`src/rtl/wb_write_arbiter.sv`:
```
// Serializes ALU results and load completions onto the register file's single write port.
// Define WB_SCOREBOARD_EN to build the per-register outstanding-load mask on `pending`.
module wb_write_arbiter (
    input  logic        clk,
    input  logic        rst,
    input  logic        alu_wb_en,
    input  logic [3:0]  alu_dest,
    input  logic [31:0] alu_result,
    input  logic        ld_start,
    input  logic [3:0]  ld_dest,
    input  logic        mem_ready,
    input  logic [31:0] mem_rdata,
    output logic        writeBackEn,
    output logic [3:0]  Dest_wb,
    output logic [31:0] Result_WB,
    output logic        freeze,
    output logic        ld_busy,
    output logic [15:0] pending
);

    typedef enum logic {ST_IDLE, ST_WAIT} state_t;

    state_t      state_reg, state_next;
    logic [3:0]  ld_tag_reg, ld_tag_next;
    logic        hold_v_reg, hold_v_next;
    logic [3:0]  hold_dest_reg, hold_dest_next;
    logic [31:0] hold_data_reg, hold_data_next;
    logic        wb_en_reg, wb_en_next;
    logic [3:0]  dest_reg, dest_next;
    logic [31:0] result_reg, result_next;

    logic ld_done;
    logic alu_accept;

    assign ld_done    = (state_reg == ST_WAIT) && mem_ready;
    // While a result is parked, the upstream stage is frozen and will re-present it.
    assign alu_accept = alu_wb_en && !hold_v_reg;

    always_ff @(posedge clk) begin
        if (rst) begin
            state_reg     <= ST_IDLE;
            ld_tag_reg    <= 4'd0;
            hold_v_reg    <= 1'b0;
            hold_dest_reg <= 4'd0;
            hold_data_reg <= 32'd0;
            wb_en_reg     <= 1'b0;
            dest_reg      <= 4'd0;
            result_reg    <= 32'd0;
        end else begin
            state_reg     <= state_next;
            ld_tag_reg    <= ld_tag_next;
            hold_v_reg    <= hold_v_next;
            hold_dest_reg <= hold_dest_next;
            hold_data_reg <= hold_data_next;
            wb_en_reg     <= wb_en_next;
            dest_reg      <= dest_next;
            result_reg    <= result_next;
        end
    end

    always_comb begin
        state_next  = state_reg;
        ld_tag_next = ld_tag_reg;
        case (state_reg)
            ST_IDLE: begin
                if (ld_start) begin
                    state_next  = ST_WAIT;
                    ld_tag_next = ld_dest;
                end
            end
            ST_WAIT: begin
                if (mem_ready) begin
                    if (ld_start) begin
                        ld_tag_next = ld_dest;
                    end else begin
                        state_next = ST_IDLE;
                    end
                end
            end
            default: state_next = ST_IDLE;
        endcase
    end

    // Load data goes first so a same-register ALU result (younger) lands last.
    always_comb begin
        wb_en_next     = 1'b0;
        dest_next      = dest_reg;
        result_next    = result_reg;
        hold_v_next    = hold_v_reg;
        hold_dest_next = hold_dest_reg;
        hold_data_next = hold_data_reg;
        if (ld_done) begin
            wb_en_next  = 1'b1;
            dest_next   = ld_tag_reg;
            result_next = mem_rdata;
            if (alu_accept) begin
                hold_v_next    = 1'b1;
                hold_dest_next = alu_dest;
                hold_data_next = alu_result;
            end
        end else if (hold_v_reg) begin
            wb_en_next  = 1'b1;
            dest_next   = hold_dest_reg;
            result_next = hold_data_reg;
            hold_v_next = 1'b0;
        end else if (alu_wb_en) begin
            wb_en_next  = 1'b1;
            dest_next   = alu_dest;
            result_next = alu_result;
        end
    end

    assign writeBackEn = wb_en_reg;
    assign Dest_wb     = dest_reg;
    assign Result_WB   = result_reg;
    assign freeze      = hold_v_reg;
    assign ld_busy     = (state_reg == ST_WAIT);

`ifdef WB_SCOREBOARD_EN
    logic        ld_accept;
    logic [15:0] pending_reg, pending_next;

    assign ld_accept = ld_start && ((state_reg == ST_IDLE) || ld_done);

    // A new load to the register just completing keeps its bit set.
    generate
        for (genvar gi = 0; gi < 16; gi++) begin : g_pending
            assign pending_next[gi] = (ld_accept && (ld_dest == 4'(gi))) ||
                                      (pending_reg[gi] && !(ld_done && (ld_tag_reg == 4'(gi))));
        end
    endgenerate

    always_ff @(posedge clk) begin
        if (rst) begin
            pending_reg <= 16'h0000;
        end else begin
            pending_reg <= pending_next;
        end
    end

    assign pending = pending_reg;
`else
    assign pending = 16'h0000;
`endif

endmodule

```
`config.mk`:
```
export PLATFORM = sky130hd
export DESIGN_NAME = wb_write_arbiter
export DESIGN_NICKNAME = d
export VERILOG_FILES = /design/src/rtl/wb_write_arbiter.sv
export SDC_FILE = /design/constraint.sdc
export NUM_CORES = 1
export LEC_CHECK = 0
export BUFFER_PORTS_ARGS = -buffer_cell sky130_fd_sc_hd__buf_2
export CORE_MARGIN = 4
export CORE_UTILIZATION = 54
export DETAILED_ROUTE_END_ITERATION = 8
export PLACE_DENSITY = 0.85
export SYNTH_ARGS = -nofsm -noshare
export SYNTH_HDL_FRONTEND = slang
export SYNTH_SLANG_ARGS = --single-unit
```
`constraint.sdc`:
```
create_clock -name clk -period 4.4 [get_ports clk]
set_clock_uncertainty 0.2 [all_clocks]
set_input_delay 0.88 -clock clk [delete_from_list [all_inputs] [get_ports clk]]
set_output_delay 0.88 -clock clk [all_outputs]
set_load 0.05 [all_outputs]
```
Word-level counts from Yosys, hierarchy flattened
Index checks and enable logic that the tools add are counted.
{"block": "op_classes", "mux": 15, "bitwise": 2, "eq_ne": 1, "reduce_logical": 6}
{"op": "32-bit 2-to-1 mux", "n": 3}
{"op": "4-bit 2-to-1 mux", "n": 5}
{"op": "4-bit case mux with 2 select lines", "n": 1}
{"op": "1-bit 2-to-1 mux", "n": 5}
{"op": "3-bit nonzero test", "n": 1}
{"op": "1-bit logical AND", "n": 2}
{"op": "2-bit inequality test, second input constant", "n": 1}
{"op": "1-bit NOT", "n": 2}
{"op": "1-bit case mux with 2 select lines", "n": 1}
{"op": "2-bit AND reduction", "n": 1}
{"op": "2-bit OR reduction", "n": 1}
{"op": "1-bit logical NOT", "n": 1}
{"block": "word_totals", "reg_bits": 79, "out_inout_bits": 55}

Logic depth before layout (Yosys ltp)
{"block": "depth", "word_depth": 3, "depth_mapped": 6, "mapped_depth_nobuf": 3}

Worst setup path before layout
Ideal clock, no wire load.
{"block": "synth_timing", "path_type": "input to register", "startpoint": "in mem_ready", "endpoint": "reg dest_reg[0] (netlist: Dest_wb[0])", "slack_ns": 2.320, "cell_stages": 6, "setup_ns": 0.132, "t_arrival_ns": 1.748, "cell_sequence": "buf_2 > buf_2 > clkbuf_1 > nand3b_1 > o211ai_1 > a21oi_1"}
{"block": "synth_between", "elab_chain_len": 2, "word_cells_on_any_way": 3}
{"item": "start, declared", "line_no": "11", "text": "input logic mem_ready,"}
{"item": "1-bit logical AND *", "line_no": "35", "text": "assign ld_done = (state_reg == ST_WAIT) && mem_ready;"}
{"item": "3-bit nonzero test (no line) or 4-bit 2-to-1 mux (tied branches)"}
{"item": "end signal, assigned", "line_no": "56", "text": "dest_reg <= dest_next;"}
{"item": "end, declared", "line_no": "29", "text": "logic [3:0] dest_reg, dest_next;"}
Every way passes the cells marked *; elsewhere a longest branch is shown, timed or not.
A chain may end at the register's enable or synchronous reset.

Final worst setup path
{"block": "layout_timing", "startpoint": "reg hold_v_reg (netlist: freeze)", "endpoint": "out freeze"}
{"item": "start, declared", "line_no": "25", "text": "logic hold_v_reg, hold_v_next;"}
{"item": "start signal, assigned", "line_no": "52", "text": "hold_v_reg <= hold_v_next;"}
{"item": "end, declared", "line_no": "16", "text": "output logic freeze,"}
No word-level cell between the ends.

==> out/metrics.cfg <==
[critical_path]
end_kind=output port
r2r_cells=4
worstPathRequired_ns=3.32
critical-path-max-stage-delay_ns=1.01
r2r-end=Dest_wb[2]$_SDFFE_PP0P_
r2r_start=ld_busy$_SDFF_PP0_
critPathTopFamily=flip-flops
path_cells=buf_2
ff2ff_setup_slack_ns=1.81
worstSetupStartpointType=flip-flop
cp.arrival_ns=1.78
crit_type=reg2out
cpMaxStageDelayCell=dfxtp_2
critPathBufInv=1
path_max_fanout=42

[grt]
grt_use_total=0.234
grt_max_degree=45
use_met3=0.0476
grt_pass1_vias=3394
grt.met1_usage=0.299
antenna_found_initial=0
grt.overflow.total=0
grt_util_met2=0.387
busiest_layer=met2
grt_pass1_wl_um=16000

[drt]
vias=3532
wl_per_cell_um=15.2
wirelength_um=9740
firstDrtPassIters=5
final_antenna_net_count=0
drtIter0Drc=230
drc=0
vias_per_cell=5.51

[synthesis]
yosys_warnings=0
netlist_area_um2=3780
postSynthAreaPerCell_um2=8.41
ys_ff_latch=79
ys_seq_area_frac=0.419
postSynthCellCount=449
ys_types=23

[sta]
period_minus_slack_ns=2.86
timing.final.crit_share=0.651
rsz0062_at_grt=false
drv_slew=0
finalSetupTns_ns=0
maxSlewHeadroom=0.312
clock.fmax_mhz=349
finalSetupViolCount=0
hold_violations=0
worstMarginPinSlew_ns=1.03

[cts]
cts_hold_buf=0
tritoncts=yes
clk_latency_ns=0.34
htree_levels=3
cts-root-buf=clkbuf_8
clk_path_buf_depth=2
cts_setup_buffers=0
clock-sinks=79
post_cts_resized=0
cts_buffers=9
cts.clk_slew.worst_paths_ns=0.07

[power]
peakVddDrop_uv=186
powerDensity_nw_per_um2=369
p_leak_nw=1.75

[cells_and_area]
layout_common_cells=115 x buf_2, 108 x nand2_1, 77 x dfxtp_1, 77 x a21oi_1
drive_gt1_frac=0.321
final_common_cell=buf_2
stdcell_count=641
multi_input_area_um2=1920
areaGrowthSynthToFinish_pct=17.6
fin_nets=617
seqCellArea_um2=1580
fill_cells=587
insertedDiodeCount=0

[floorplanning]
io_pins=132
die_area_um2=8400
row_count=30
die_y_um=91.6
initial_core_util=0.556
die_w_um=91.6
core-area_um2=6790

[flow_run]
cap_violations=0

[worst_hold_path]
min_path_type=reg2reg
whs_path_depth=2
hp-start=hold_data_reg[10]$_SDFFE_PP0P_
min_to=hold_data_reg[10]$_SDFFE_PP0P_

[place]
post-dp-hpwl_um=6510
gp_congestion=0.810
placed_cells=625
port_buffers=115

[outcome]
status=completed

[per-stage QoR]
step / total power, mW / util / instance area (um2) / hold WS [ns] / worst slack [ns]
after global routing: 1.71 / 0.654 / 4440 / 0.266 / 1.39
after global placement: 1.12 / 0.626 / 4250 / 0.238 / 1.34
after floorplan: 1.05 / - / 3830 / 0.233 / 2.32
after detailed placement: 1.13 / 0.626 / 4250 / 0.243 / 1.25
after CTS: 1.64 / 0.654 / 4440 / 0.254 / 1.54
final: 1.64 / 0.654 / 4440 / 0.252 / 1.54
[how the worst max path moves through the flow]
stage | startpoint | end | slack (ns) | cells after the start
2_1_floorplan | mem_ready | Dest_wb[0]$_SDFFE_PP0P_ | 2.32 | 6
4_1_cts | freeze$_SDFFE_PP0P_ | freeze | 1.54 | 1
5_1_grt | mem_ready | Dest_wb[2]$_SDFFE_PP0P_ | 1.39 | 5
6_report | freeze$_SDFFE_PP0P_ | freeze | 1.54 | 1
3_5_place_dp | mem_ready | Result_WB[29]$_SDFFE_PP0P_ | 1.25 | 5
3_3_place_gp | mem_ready | Dest_wb[1]$_SDFFE_PP0P_ | 1.34 | 5
[logic make-up (layout without fill, tap and decap cells)]
| group | count (synthesis) | count (layout) | synth area share |
|---|---|---|---|
| buf+inv | 58 | 139 | 0.0891 |
| flops | 79 | 79 | 0.419 |
| mux | 36 | 36 | 0.107 |
| compound gates | 120 | 120 | 0.188 |
| simple gates | 155 | 155 | 0.196 |
| other cells | 1 | 16 | 0.000993 |
[cell usage after synthesis]
library cell  instances  share of area
nand2_1             108           0.11
dfxtp_1              79           0.42
a21oi_1              77           0.10
mux2_2               36           0.11
nand3b_1             36          0.072
o211ai_1             36          0.072
buf_2                23          0.030
buf_4                16          0.032
clkbuf_1             13          0.013
o21ai_0               5         0.0066
buf_6                 4          0.012
nand3_1               4         0.0053
nor2_1                2         0.0020
a211o_1               1         0.0023
a211oi_4              1         0.0053
and2_1                1         0.0017
and4b_1               1         0.0026
buf_1                 1        0.00099
conb_1                1        0.00099
inv_1                 1        0.00099
nand2b_1              1         0.0017
nand4b_1              1         0.0023
nor2b_1               1         0.0017
[final cells by class]
class                           instances  area share
Inverter                                1    0.000845
Multi-Input combinational cell        327       0.431
Tap cell                               96      0.0270
Clock buffer                           12      0.0327
Clock inverter                          4      0.0101
Timing Repair Buffer                  122       0.141
Sequential cell                        79       0.357
[power breakdown]
group	internal [mW]	leakage [nW]	total [mW]	switching (mW)
sequential	0.752	0.648	0.780	0.0280
combinational	0.101	1.01	0.330	0.229
clock	0.276	0.100	0.531	0.255
total	1.13	1.75	1.64	0.512
[routing by layer]
metal	wire length (um)	vias to the layer above
met1	4130	1694
met3	654	6
met4	80	0
li1	-	1706
met2	4880	126
met5	0	-
Power figures use the tool's default switching activity.
